==> src/rtl/seq_div32.sv <==
// seq_div32: multi-cycle radix-2 restoring divider, WIDTH+1 edges per result.
// Define SEQ_DIV32_SIGNED_EN for two's-complement operands; default build is unsigned.
module seq_div32 #(
  parameter int WIDTH = 32
) (
  input  logic             CLK,
  input  logic             reset,
  input  logic             start,
  input  logic [WIDTH-1:0] in_a,
  input  logic [WIDTH-1:0] in_b,
  output logic             busy,
  output logic [WIDTH-1:0] quot,
  output logic [WIDTH-1:0] rem,
  output logic             out_valid,
  output logic             div_zero
);
  localparam int CW = $clog2(WIDTH + 1);
  typedef enum logic [1:0] {IDLE, CALC, DONE} state_t;
  state_t           state_q;
  logic [CW-1:0]    cnt_q;
  logic [WIDTH:0]   acc_q, acc_d, sh_w;
  logic [WIDTH+1:0] diff_w;
  logic [WIDTH-1:0] dvd_q, dvd_d, dvs_q, mag_a, mag_b, quot_d, rem_d, quot_q, rem_q;
  logic             neg_quot_q, neg_rem_q, zero_q, valid_q, dz_q, sign_a, sign_b;
`ifdef SEQ_DIV32_SIGNED_EN
  assign sign_a = in_a[WIDTH-1];
  assign sign_b = in_b[WIDTH-1];
`else
  assign sign_a = 1'b0;
  assign sign_b = 1'b0;
`endif
  // acc holds the WIDTH+1 bit partial remainder; dvd shifts the dividend out and quotient bits in
  always_comb begin
    mag_a  = sign_a ? -in_a : in_a;
    mag_b  = sign_b ? -in_b : in_b;
    sh_w   = {acc_q[WIDTH-1:0], dvd_q[WIDTH-1]};
    diff_w = {1'b0, sh_w} - {2'b00, dvs_q};
    acc_d  = diff_w[WIDTH+1] ? sh_w : diff_w[WIDTH:0];
    dvd_d  = {dvd_q[WIDTH-2:0], ~diff_w[WIDTH+1]};
    quot_d = zero_q ? '1 : neg_quot_q ? -dvd_q : dvd_q;
    rem_d  = neg_rem_q ? -acc_q[WIDTH-1:0] : acc_q[WIDTH-1:0];
  end
  always_ff @(posedge CLK or posedge reset) begin
    if (reset) begin
      state_q    <= IDLE;
      cnt_q      <= '0;
      acc_q      <= '0;
      dvd_q      <= '0;
      dvs_q      <= '0;
      neg_quot_q <= 1'b0;
      neg_rem_q  <= 1'b0;
      zero_q     <= 1'b0;
      quot_q     <= '0;
      rem_q      <= '0;
      valid_q    <= 1'b0;
      dz_q       <= 1'b0;
    end else begin
      case (state_q)
        CALC: begin
          if (cnt_q == CW'(WIDTH)) begin
            quot_q  <= quot_d;
            rem_q   <= rem_d;
            valid_q <= 1'b1;
            dz_q    <= zero_q;
            state_q <= DONE;
          end else begin
            acc_q <= acc_d;
            dvd_q <= dvd_d;
            cnt_q <= cnt_q + 1'b1;
          end
        end
        default: begin
          if (start) begin
            dvd_q      <= mag_a;
            dvs_q      <= mag_b;
            acc_q      <= '0;
            cnt_q      <= '0;
            neg_quot_q <= sign_a ^ sign_b;
            neg_rem_q  <= sign_a;
            zero_q     <= (in_b == '0);
            valid_q    <= 1'b0;
            dz_q       <= 1'b0;
            state_q    <= CALC;
          end
        end
      endcase
    end
  end
  assign busy      = (state_q == CALC);
  assign quot      = quot_q;
  assign rem       = rem_q;
  assign out_valid = valid_q;
  assign div_zero  = dz_q;
endmodule

==> config.mk <==
export PLATFORM = sky130hd
export DESIGN_NAME = seq_div32
export DESIGN_NICKNAME = d
export VERILOG_FILES = /design/src/rtl/seq_div32.sv
export SDC_FILE = /design/constraint.sdc
export NUM_CORES = 1
export LEC_CHECK = 0
export ABC_AREA = 1
export BUFFER_PORTS_ARGS = -buffer_cell sky130_fd_sc_hd__buf_2
export CAP_MARGIN = 40
export CORE_UTILIZATION = 30
export DETAILED_ROUTE_END_ITERATION = 10
export HOLD_SLACK_MARGIN = 0.08
export SYNTH_ARGS = -nofsm -noshare
export SYNTH_HDL_FRONTEND = slang
export SYNTH_SLANG_ARGS = --single-unit
==> constraint.sdc <==
create_clock -name CLK -period 6.7 [get_ports CLK]
set_input_delay 0 -clock CLK [delete_from_list [all_inputs] [get_ports CLK]]
set_output_delay 0 -clock CLK [all_outputs]
set_load 0.05 [all_outputs]
==> Flow_metrics.wiki, run 1 <==
{| class="wikitable"
! Metric !! Value
|-
| Kind of critical path || reg -> reg
|-
| HPWL reported at the end of detailed placement || 19.5 mm
|-
| Initial standard-cell utilization of the core || 30.7%
|-
| Maximum number of pins on one net before global-route repair || 82
|-
| Synth unique cells || 38
|-
| Final count of negative-setup-slack endpoints || 0
|-
| Vias in the first global route || 8662
|-
| Slack of the worst reg-to-reg path || 3.76 ns
|-
| DRC viols || 0
|-
| Library cell contributing the largest single delay on the critical path || sky130_fd_sc_hd__nor2_4
|-
| Setup crit end kind || flip-flop
|-
| Number of antenna violations at the first check in global routing || 0
|-
| Antenna Violating Nets Remaining || 0
|-
| GRT overflow || 0
|-
| Fraction of final layout cells with drive strength greater than 1 || 13.3%
|-
| Footprint of the multi-input gates || 0.00442 mm2
|-
| Io pins || 134
|-
| Netlist area before placement || 0.00977 mm2
|-
| Total negative slack for setup checks || 0 ns
|-
| Dominant synthesized flop cell || sky130_fd_sc_hd__dfrtp_1
|-
| Cell with the most instances on the worst path || sky130_fd_sc_hd__buf_4
|-
| Die outline height || 183 um
|-
| Buffers inserted by post-CTS timing repair || 0
|-
| Sequential cell area fraction in the yosys report || 43.5%
|-
| GRT Util Overall || 17.0%
|-
| Area share of the leading cell type in the synthesized netlist || 43.5%
|-
| Data arrival at the endpoint of the critical path || 3.32 ns
|-
| Gate Count Post-Synth || 1340
|-
| 1st-pass router iterations || 5
|-
| Tightest hold margin || 0.161 ns
|-
| Number of violations reported at the end of detailed-routing iteration 0 || 500
|-
| Dominant cell by count in the synthesized netlist || sky130_fd_sc_hd__nand2_1
|-
| Post-synthesis register bit count || 170
|-
| Synthesized Nets || 1442
|-
| Crit path capture || dvd_q[0]$_DFFE_PP0P_
|-
| Critical path launch point || cnt_q[0]$_DFFE_PP0P_
|-
| Setup crit start kind || flip-flop
|-
| Critical Path RT || 7.08 ns
|-
| Maximum capacitance violations || 0
|-
| Post-Syn Area per Cell || 7.29 um2
|-
| Average wire per cell in the routed design || 13.7 um
|-
| Global-route wire length before repair || 44.5 mm
|-
| Share of the core filled with cells in the final layout || 38.0%
|-
| Biggest area consumer among synthesized cells || sky130_fd_sc_hd__dfrtp_1
|-
| Number of buffers added on ports || 133
|-
| RD Place Congestion || 0.912
|-
| Post-synth EDFFs || 0
|-
| Yosys Warn Count || 0
|-
| Diode insertion count for antenna repair || 0
|-
| Async set-reset flop share out of synthesis || 100%
|-
| Top cells by count, synth || sky130_fd_sc_hd__nand2_1 (413), sky130_fd_sc_hd__inv_1 (226), sky130_fd_sc_hd__dfrtp_1 (170), sky130_fd_sc_hd__nand3_1 (98), sky130_fd_sc_hd__o21ai_0 (98)
|-
| Count of pins over their slew limit || 0
|-
| Routed vias/inst || 4.52
|-
| Clock latency at the later pin of the worst-skew pair || 0.45 ns
|-
| Overall via count from detail_route || 8898
|-
| Detailed-route wire length || 27.0 mm
|-
| Core region area || 0.0318 mm2
|-
| Post-CTS clock slew at the launch and capture registers of the worst setup and hold paths || 0.08 ns
|-
| Count of H-tree levels built during CTS || 4
|-
| Maximum fanout encountered on the critical timing path || 81
|-
| Number of cells in the finished layout apart from fillers || 1967
|-
| Period utilization || 43.9%
|-
| Resized cells post-CTS || 0
|-
| Worst r2r dst || dvd_q[0]$_DFFE_PP0P_
|-
| Setup repair after global routing missed its margin || no
|-
| Die width || 183 um
|-
| Net count, final || 1621
|-
| Placed Instances || 1869
|-
| Area of all sequential standard cells || 0.00425 mm2
|-
| Minimum clock period after layout || 2.94 ns
|-
| CP Cell Sequence || inv_1 > ha_1 > nand3_1 > nor3_2 > nor2_4 > nor2_2 > buf_4 > inv_2 > buf_4 > o21ai_0 > o22ai_1
|-
| Longest individual stage delay on the worst path || 0.70 ns
|-
| Run status || completed
|-
| Number of inserted filler cells in the final layout || 3339
|-
| Post-synthesis to final-layout area growth || 23.6%
|-
| Leading cell types by total area after synthesis || sky130_fd_sc_hd__dfrtp_1 (44%), sky130_fd_sc_hd__nand2_1 (16%), sky130_fd_sc_hd__inv_1 (8.7%)
|-
| CTS root buffer || sky130_fd_sc_hd__clkbuf_16
|-
| Num rows || 65
|-
| Clock tree from TritonCTS || done
|-
| Worst clock skew on the final layout || 0.0148 ns
|-
| Max Fclk || 340 MHz
|-
| Reg2Reg Depth || 11
|-
| Worst R2R Start || cnt_q[0]$_DFFE_PP0P_
|-
| Least-Margin Pin Slew || 0.980 ns
|-
| Clock buffer depth || 2
|-
| Num CTS Buffers || 17
|-
| Clock Sinks || 170
|-
| Worst-case headroom to the max-slew limit || 34.1%
|-
| Die outline area || 0.0333 mm2
|-
| Class of the tightest hold or removal check || in -> async
|-
| Final-report hold violation count || 0
|}
==> through the flow <==
| stage | setup WS, ns | area, um2 |
|---|---|---|
| floorplan | 2.10 | 9770 |
| global placement | 3.83 | 10800 |
| detailed placement | 3.77 | 10800 |
| CTS | 3.76 | 12100 |
| global route | 3.50 | 12100 |
| finish | 3.76 | 12100 |
==> flip-flops by register name, summed over array words and instances (netlist names) <==
name / flops
cnt_q: 6
rem: 32
state_q: 1
div_zero: 1
acc_q: 32
zero_q: 1
out_valid: 1
dvs_q: 32
dvd_q: 32
quot: 32
==> layout make-up <==
class                      count  area share (%)
sequential                   170            35.2
timing repair buffer         208            11.7
inverter                     230            7.19
multi-input combinational    892            36.6
clock inverter                15            1.29
clock buffer                  17            3.52
tap                          435            4.50
==> per-layer routing <==
| metal | track usage [%] | vias to the layer above | wire length (um) |
|---|---|---|---|
| met5 | 0 | - | 0 |
| met2 | 26.8 | 191 | 12100 |
| met4 | 5.78 | 0 | 459 |
| li1 | - | 4566 | - |
| met1 | 22.9 | 4113 | 13000 |
| met3 | 3.83 | 28 | 1440 |
==> how the worst min path moves through the flow <==
stage | startpoint | endpoint | slack, ns | cells after the start
finish | reset | rem[26]$_DFFE_PP0P_ | 0.16 | 3
global route | reset | rem[26]$_DFFE_PP0P_ | 0.24 | 3
CTS | reset | rem[26]$_DFFE_PP0P_ | 0.19 | 3
detailed placement | reset | rem[26]$_DFFE_PP0P_ | 0.13 | 2
global placement | reset | rem[26]$_DFFE_PP0P_ | 0.13 | 2
floorplan | in_b[0] | dvs_q[0]$_DFFE_PP0P_ | 0.12 | 2
==> placed cells by master (no fill, tap or decap), types with 14 or more instances in the layout <==
master	count
sky130_fd_sc_hd__nand3_1	98
sky130_fd_sc_hd__inv_1	225
sky130_fd_sc_hd__dlygate4sd3_1	66
sky130_fd_sc_hd__nor2_1	78
sky130_fd_sc_hd__o21ai_1	14
sky130_fd_sc_hd__dfrtp_1	170
sky130_fd_sc_hd__a21oi_1	49
sky130_fd_sc_hd__clkbuf_16	17
sky130_fd_sc_hd__o21ai_0	98
sky130_fd_sc_hd__ha_1	34
sky130_fd_sc_hd__buf_2	133
sky130_fd_sc_hd__nand2_1	412
sky130_fd_sc_hd__o211ai_1	31
==> cells by family (layout without fill, tap and decap cells) <==
family / Yosys count / count (layout) / share of synthesized area [%]
simple gates: 639 / 639 / 27.7
buf+inv: 278 / 470 / 11.4
compound gates: 201 / 201 / 11.3
flops: 170 / 170 / 43.5
xor+xnor: 16 / 16 / 1.43
mux: 1 / 1 / 0.115
fa+ha+maj: 35 / 35 / 4.56
==> critical path, delay by kind of cell, from the launching register on <==
family                   cells  cell delay, ns
flip-flops                   1            0.41
adder cells (fa/ha/maj)      1            0.19
buffers and inverters        4            0.94
AND/OR/NAND/NOR              4            0.90
AO/OA/AOI/OAI                2            0.35
==> repair_timing <==
action | in CTS | in global routing
hold buffers | 66 | 0
hold endpoints to repair | 130 | 0
setup endpoints to repair | 0 | 0
Power of run 1 is left out: the tool's default activity adds up to more than one toggle a clock period on the data nets, which glitch-free logic cannot reach.
==> run 2: changes to the inputs <==
==> constraint.sdc (replaced) <==
create_clock -name CLK -period 2.4 [get_ports CLK]
set_input_delay 0 -clock CLK [delete_from_list [all_inputs] [get_ports CLK]]
set_output_delay 0 -clock CLK [all_outputs]
set_load 0.05 [all_outputs]
==> Flow_metrics.wiki, run 2 (synthesis gave the netlist of run 1 again) <==
{| class="wikitable"
! Metric !! Value
|-
| Setup crit end kind || flip-flop
|-
| Average wire per cell in the routed design || 14.1 um (+2.9%)
|-
| Die outline height || 183 um (unchanged)
|-
| Class of the tightest hold or removal check || in -> async
|-
| Data arrival at the endpoint of the critical path || 2.59 ns (-0.73 ns)
|-
| Fraction of final layout cells with drive strength greater than 1 || 14.3% (+1.1 points)
|-
| 1st-pass router iterations || 5 (unchanged)
|-
| Clock tree from TritonCTS || done
|-
| RD Place Congestion || 0.984 (+7.9%)
|-
| Footprint of the multi-input gates || 0.00444 mm2 (+0.40%)
|-
| Maximum number of pins on one net before global-route repair || 109 (+33%)
|-
| Clock latency at the later pin of the worst-skew pair || 0.44 ns (about the same)
|-
| Setup crit start kind || flip-flop
|-
| Buffers inserted by post-CTS timing repair || 0 (unchanged)
|-
| CP Cell Sequence || ha_1 > nand2_2 > inv_1 > nand2_1 > nand3_1 > a21oi_2 > nor2_2 > nor2_8 > buf_4 > nand3_1 > nand3_1 > nand2_1
|-
| Clock buffer depth || 2 (unchanged)
|-
| Die outline area || 0.0333 mm2 (unchanged)
|-
| Post-synthesis to final-layout area growth || 25.5%
|-
| Cell with the most instances on the worst path || sky130_fd_sc_hd__nand3_1
|-
| Number of cells in the finished layout apart from fillers || 1979 (+0.61%)
|-
| Diode insertion count for antenna repair || 0 (unchanged)
|-
| GRT Util Overall || 17.4% (+0.44 points)
|-
| CTS root buffer || sky130_fd_sc_hd__clkbuf_16
|-
| Io pins || 134 (unchanged)
|-
| Leading cell type in the layout, fill and taps excluded || sky130_fd_sc_hd__nand2_1
|-
| Global-route wire length before repair || 45.9 mm (+3.3%)
|-
| Total negative slack for setup checks || 0 ns (unchanged)
|-
| Worst clock skew on the final layout || 0.0182 ns (+0.00345 ns)
|-
| Clock Sinks || 170 (unchanged)
|-
| Vias in the first global route || 8770 (+1.2%)
|-
| Number of inserted filler cells in the final layout || 3422 (+2.5%)
|-
| Antenna Violating Nets Remaining || 0 (unchanged)
|-
| Max Fclk || 443 MHz (+30%)
|-
| DRC viols || 0 (unchanged)
|-
| Setup repair after global routing missed its margin || no
|-
| Final-report hold violation count || 0 (unchanged)
|-
| Maximum fanout encountered on the critical timing path || 12 (-85%)
|-
| GRT overflow || 0 (unchanged)
|-
| Most frequent cells in the layout || sky130_fd_sc_hd__nand2_1 (410), sky130_fd_sc_hd__inv_1 (225), sky130_fd_sc_hd__dfrtp_1 (170)
|-
| Number of antenna violations at the first check in global routing || 0 (unchanged)
|-
| Detailed-route wire length || 28.0 mm (+3.5%)
|-
| Placed Instances || 1881 (+0.64%)
|-
| HPWL reported at the end of detailed placement || 20.4 mm (+4.9%)
|-
| Combined buffer and inverter count along the critical path || 2 (-2)
|-
| Number of buffers added on ports || 133 (unchanged)
|-
| Core region area || 0.0318 mm2 (unchanged)
|-
| Maximum capacitance violations || 0 (unchanged)
|-
| Net count, final || 1633 (+0.74%)
|-
| Count of pins over their slew limit || 0 (unchanged)
|-
| Count of H-tree levels built during CTS || 4 (unchanged)
|-
| Initial standard-cell utilization of the core || 30.7% (unchanged)
|-
| Overall via count from detail_route || 9004 (+1.2%)
|-
| Run status || completed
|-
| Final count of negative-setup-slack endpoints || 0 (unchanged)
|-
| Number of violations reported at the end of detailed-routing iteration 0 || 497 (-0.60%)
|-
| Area of all sequential standard cells || 0.00425 mm2 (unchanged)
|-
| Critical Path RT || 2.73 ns (-4.35 ns)
|-
| Longest individual stage delay on the worst path || 0.41 ns (-0.29 ns)
|-
| Library cell contributing the largest single delay on the critical path || sky130_fd_sc_hd__ha_1
|-
| Largest delay contributor family on the critical path || simple AND/OR/NAND/NOR gates
|-
| Num rows || 65 (unchanged)
|-
| Num CTS Buffers || 17 (unchanged)
|-
| Routed vias/inst || 4.55 (+0.58%)
|-
| Period utilization || 94.1% (+50 points)
|-
| Minimum clock period after layout || 2.26 ns (-0.681 ns)
|-
| Least-Margin Pin Slew || 0.774 ns (-0.206 ns)
|-
| Kind of critical path || reg -> reg
|-
| Post-CTS clock slew at the launch and capture registers of the worst setup and hold paths || 0.08 ns (about the same)
|-
| Share of the core filled with cells in the final layout || 38.6% (+0.59 points)
|-
| Worst-case headroom to the max-slew limit || 47.9% (+14 points)
|-
| Die width || 183 um (unchanged)
|}
[run 2: per-stage QoR]
step	hold WS [ns]	instance area, um2	setup slack (ns)
finish	0.226	12300	0.141
global route	0.260	12300	0.000633
CTS	0.253	12200	0.0320
detailed placement	0.173	10900	0.0588
global placement	0.180	10900	0.112
floorplan	0.117	9780	0.231
[run 2: layout make-up]
class / instances / area share (%)
Sequential cell: 170 / 34.7
Tap cell: 435 / 4.44
Inverter: 230 / 7.07
Multi-Input combinational cell: 892 / 36.2
Timing Repair Buffer: 220 / 12.5
Clock buffer: 17 / 3.47
Clock inverter: 15 / 1.73
[run 2: metal layers]
| layer | GRT usage (%) | share of wire (%) | vias up |
|---|---|---|---|
| met5 | 0 | 0 | - |
| met4 | 5.51 | 1.6 | 0 |
| met3 | 3.05 | 4.0 | 27 |
| met2 | 28.4 | 46 | 166 |
| li1 | - | - | 4590 |
| met1 | 23.5 | 49 | 4221 |
[run 2: worst min-delay path, delay by kind of cell]
| kind | cells | cell delay (ns) |
|---|---|---|
| buffers and inverters | 4 | 1.06 |
[run 2: final timing paths]
check	startpoint	end	slack (ns)	cells past startpoint
setup / recovery	acc_q[23]$_DFFE_PP0P_	acc_q[24]$_DFFE_PP0P_	0.14	12
hold / removal	reset	dvs_q[25]$_DFFE_PP0P_	0.23	4
setup reg to reg	acc_q[23]$_DFFE_PP0P_	acc_q[24]$_DFFE_PP0P_	0.14	12
hold reg to reg	rem[13]$_DFFE_PP0P_	rem[13]$_DFFE_PP0P_	0.48	2
max in group asynchronous	reset	dvs_q[30]$_DFFE_PP0P_	1.59	4
min in group CLK	in_b[2]	dvs_q[2]$_DFFE_PP0P_	0.32	4
[run 2: repair_timing]
item,CTS,global route
hold endpoints to repair,237,0
hold buffers,66,0
gates resized for setup,0,8
setup endpoints to repair,0,25
Power of run 2 is left out for the same reason.
==> run 3: changes to the inputs <==
--- a/config.mk
+++ b/config.mk
@@ -8,7 +8,7 @@
 export ABC_AREA = 1
 export BUFFER_PORTS_ARGS = -buffer_cell sky130_fd_sc_hd__buf_2
 export CAP_MARGIN = 40
-export CORE_UTILIZATION = 30
+export CORE_UTILIZATION = 35
 export DETAILED_ROUTE_END_ITERATION = 10
 export HOLD_SLACK_MARGIN = 0.08
 export SYNTH_ARGS = -nofsm -noshare
==> Flow_metrics.wiki, run 3 (synthesis gave the netlist of run 1 again) <==
{| class="wikitable"
! Metric !! Value
|-
| Max Fclk || 450 MHz (+1.6%)
|-
| Area of all sequential standard cells || 0.00425 mm2 (unchanged)
|-
| Maximum number of pins on one net before global-route repair || 45 (-59%)
|-
| Maximum fanout encountered on the critical timing path || 33 (+21)
|-
| Io pins || 134 (unchanged)
|-
| GRT Util Overall || 20.3% (+2.8 points)
|-
| Crit path capture || dvd_q[0]$_DFFE_PP0P_
|-
| CP Cell Sequence || ha_1 > nand2_1 > nand2_1 > nand2_1 > nand2_1 > a21oi_2 > nor2_2 > nor2_8 > nand2_8 > nor2_2 > o22ai_1
|-
| Number of buffers added on ports || 133 (unchanged)
|-
| Worst r2r dst || dvd_q[0]$_DFFE_PP0P_
|-
| Worst-case headroom to the max-slew limit || 52.5% (+4.6 points)
|-
| Num CTS Buffers || 17 (unchanged)
|-
| Minimum clock period after layout || 2.22 ns (-0.0357 ns)
|-
| Library cell contributing the largest single delay on the critical path || sky130_fd_sc_hd__dfrtp_1
|-
| Average wire per cell in the routed design || 14.2 um (+0.57%)
|-
| Cell depth of the worst hold path || 4
|-
| Number of inserted filler cells in the final layout || 2824 (-17%)
|-
| Post-Place Worst Slack || 0.0511 ns (-0.00774 ns)
|-
| Clock buffer depth || 2 (unchanged)
|-
| Critical Path RT || 2.73 ns (about the same)
|-
| Setup crit start kind || flip-flop
|-
| Setup crit end kind || flip-flop
|-
| Critical path launch point || acc_q[17]$_DFFE_PP0P_
|-
| RD Place Congestion || 0.945 (-4.0%)
|-
| Clock Sinks || 170 (unchanged)
|-
| Longest individual stage delay on the worst path || 0.40 ns (about the same)
|-
| Leading cell type in the layout, fill and taps excluded || sky130_fd_sc_hd__nand2_1
|-
| HPWL reported at the end of detailed placement || 20.1 mm (-1.8%)
|-
| Post-synthesis to final-layout area growth || 26.5%
|-
| Footprint of the multi-input gates || 0.00445 mm2 (+0.34%)
|-
| Area post-placement || 0.0110 mm2 (+0.58%)
|-
| Post-CTS clock slew at the launch and capture registers of the worst setup and hold paths || 0.08 ns (about the same)
|-
| Least-Margin Pin Slew || 0.705 ns (-0.0685 ns)
|-
| Num rows || 60 (-7.7%)
|-
| Antenna Violating Nets Remaining || 0 (unchanged)
|-
| Final-report hold violation count || 0 (unchanged)
|-
| Number of violations reported at the end of detailed-routing iteration 0 || 490 (-1.4%)
|-
| Run status || completed
|-
| Initial standard-cell utilization of the core || 36.0% (+5.2 points)
|-
| Global-route wire length before repair || 45.6 mm (-0.80%)
|-
| Final std cell area, no fill || 0.0124 mm2 (+0.79%)
|-
| Worst clock skew on the final layout || 0.0188 ns (+0.000529 ns)
|-
| Cell with the most instances on the worst path || sky130_fd_sc_hd__nand2_1
|-
| Clock tree from TritonCTS || done
|-
| Count of pins over their slew limit || 0 (unchanged)
|-
| Maximum capacitance violations || 0 (unchanged)
|-
| Class of the tightest hold or removal check || in -> reg
|-
| Count of H-tree levels built during CTS || 4 (unchanged)
|-
| Die width || 169 um (-7.3%)
|-
| 1st-pass router iterations || 4 (-1)
|-
| DRC viols || 0 (unchanged)
|-
| Die outline height || 169 um (-7.3%)
|-
| CTS root buffer || sky130_fd_sc_hd__clkbuf_16
|-
| GRT overflow || 0 (unchanged)
|-
| Routed vias/inst || 4.68 (+2.9%)
|-
| Slack of the worst reg-to-reg path || 0.18 ns (+0.04 ns)
|-
| Most frequent cells in the layout || sky130_fd_sc_hd__nand2_1 (408), sky130_fd_sc_hd__inv_1 (225), sky130_fd_sc_hd__dfrtp_1 (170)
|-
| Kind of critical path || reg -> reg
|-
| Worst R2R Start || acc_q[17]$_DFFE_PP0P_
|-
| Net count, final || 1645 (+0.73%)
|-
| Vias in the first global route || 8885 (+1.3%)
|-
| Core region area || 0.0272 mm2 (-15%)
|-
| Period utilization || 92.6% (-1.5 points)
|-
| Post-route worst setup slack || 0.177 ns (+0.0357 ns)
|-
| Die outline area || 0.0286 mm2 (-14%)
|-
| Diode insertion count for antenna repair || 0 (unchanged)
|-
| Data arrival at the endpoint of the critical path || 2.55 ns (-0.04 ns)
|-
| Detailed-route wire length || 27.4 mm (-2.0%)
|-
| Reg2Reg Depth || 11 (-1)
|-
| Clock latency at the later pin of the worst-skew pair || 0.45 ns (about the same)
|-
| Number of antenna violations at the first check in global routing || 0 (unchanged)
|-
| Overall via count from detail_route || 9027 (+0.26%)
|-
| Fraction of final layout cells with drive strength greater than 1 || 15.1% (+0.79 points)
|-
| Share of the core filled with cells in the final layout || 45.5% (+6.9 points)
|-
| Final count of negative-setup-slack endpoints || 0 (unchanged)
|}
run 3: metrics by stage:
stage	TNS, ns	instances	hold slack, ns
5_1_grt	-0.000516	1928	0.311
3_3_place_gp	0	1826	0.225
4_1_cts	0	1926	0.310
3_5_place_dp	0	1827	-0.0602
2_1_floorplan	0	1340	0.117
6_report	0	1928	0.309
run 3: routing by layer:
layer | wire length, um | part of all wire [%] | global-route usage (%) | vias up
met1 | 13200 | 48 | 27.5 | 4175
met3 | 1130 | 4.1 | 3.83 | 34
li1 | - | - | - | 4624
met2 | 12500 | 46 | 32.5 | 194
met5 | 0 | 0 | 0 | -
met4 | 613 | 2.2 | 6.54 | 0
run 3: worst max-delay path, delay by kind of cell (launching register included):
| family | cells | cell delay, ns |
|---|---|---|
| simple gates | 8 | 1.04 |
| compound gates | 2 | 0.28 |
| fa+ha+maj | 1 | 0.36 |
| flops | 1 | 0.40 |
run 3: layout make-up:
type / count / area share [%]
clock buffers: 17 / 3.44
clock inverters: 15 / 1.69
inverters: 230 / 7.01
multi-input cells: 892 / 36.0
flip-flops and latches: 170 / 34.4
well taps: 372 / 3.76
repair buffers: 232 / 13.7
run 3: what timing repair did:
action,CTS,global route
endpoints found under the hold margin,237,0
resized for setup,0,11
hold buffers,67,0
setup buffers,0,2
setup endpoints to repair,0,24
run 3: how the worst min path moves through the flow:
| stage | startpoint | to | slack (ns) |
|---|---|---|---|
| 2_1_floorplan | in_b[0] | dvs_q[0]$_DFFE_PP0P_ | 0.12 |
| 3_3_place_gp | in_b[5] | dvs_q[5]$_DFFE_PP0P_ | 0.22 |
| 3_5_place_dp | reset | quot[23]$_DFFE_PP0P_ | -0.06 |
| 4_1_cts | in_b[6] | dvs_q[6]$_DFFE_PP0P_ | 0.31 |
| 5_1_grt | in_b[6] | dvs_q[6]$_DFFE_PP0P_ | 0.31 |
| 6_report | in_b[6] | dvs_q[6]$_DFFE_PP0P_ | 0.31 |
Power of run 3 is left out for the same reason.
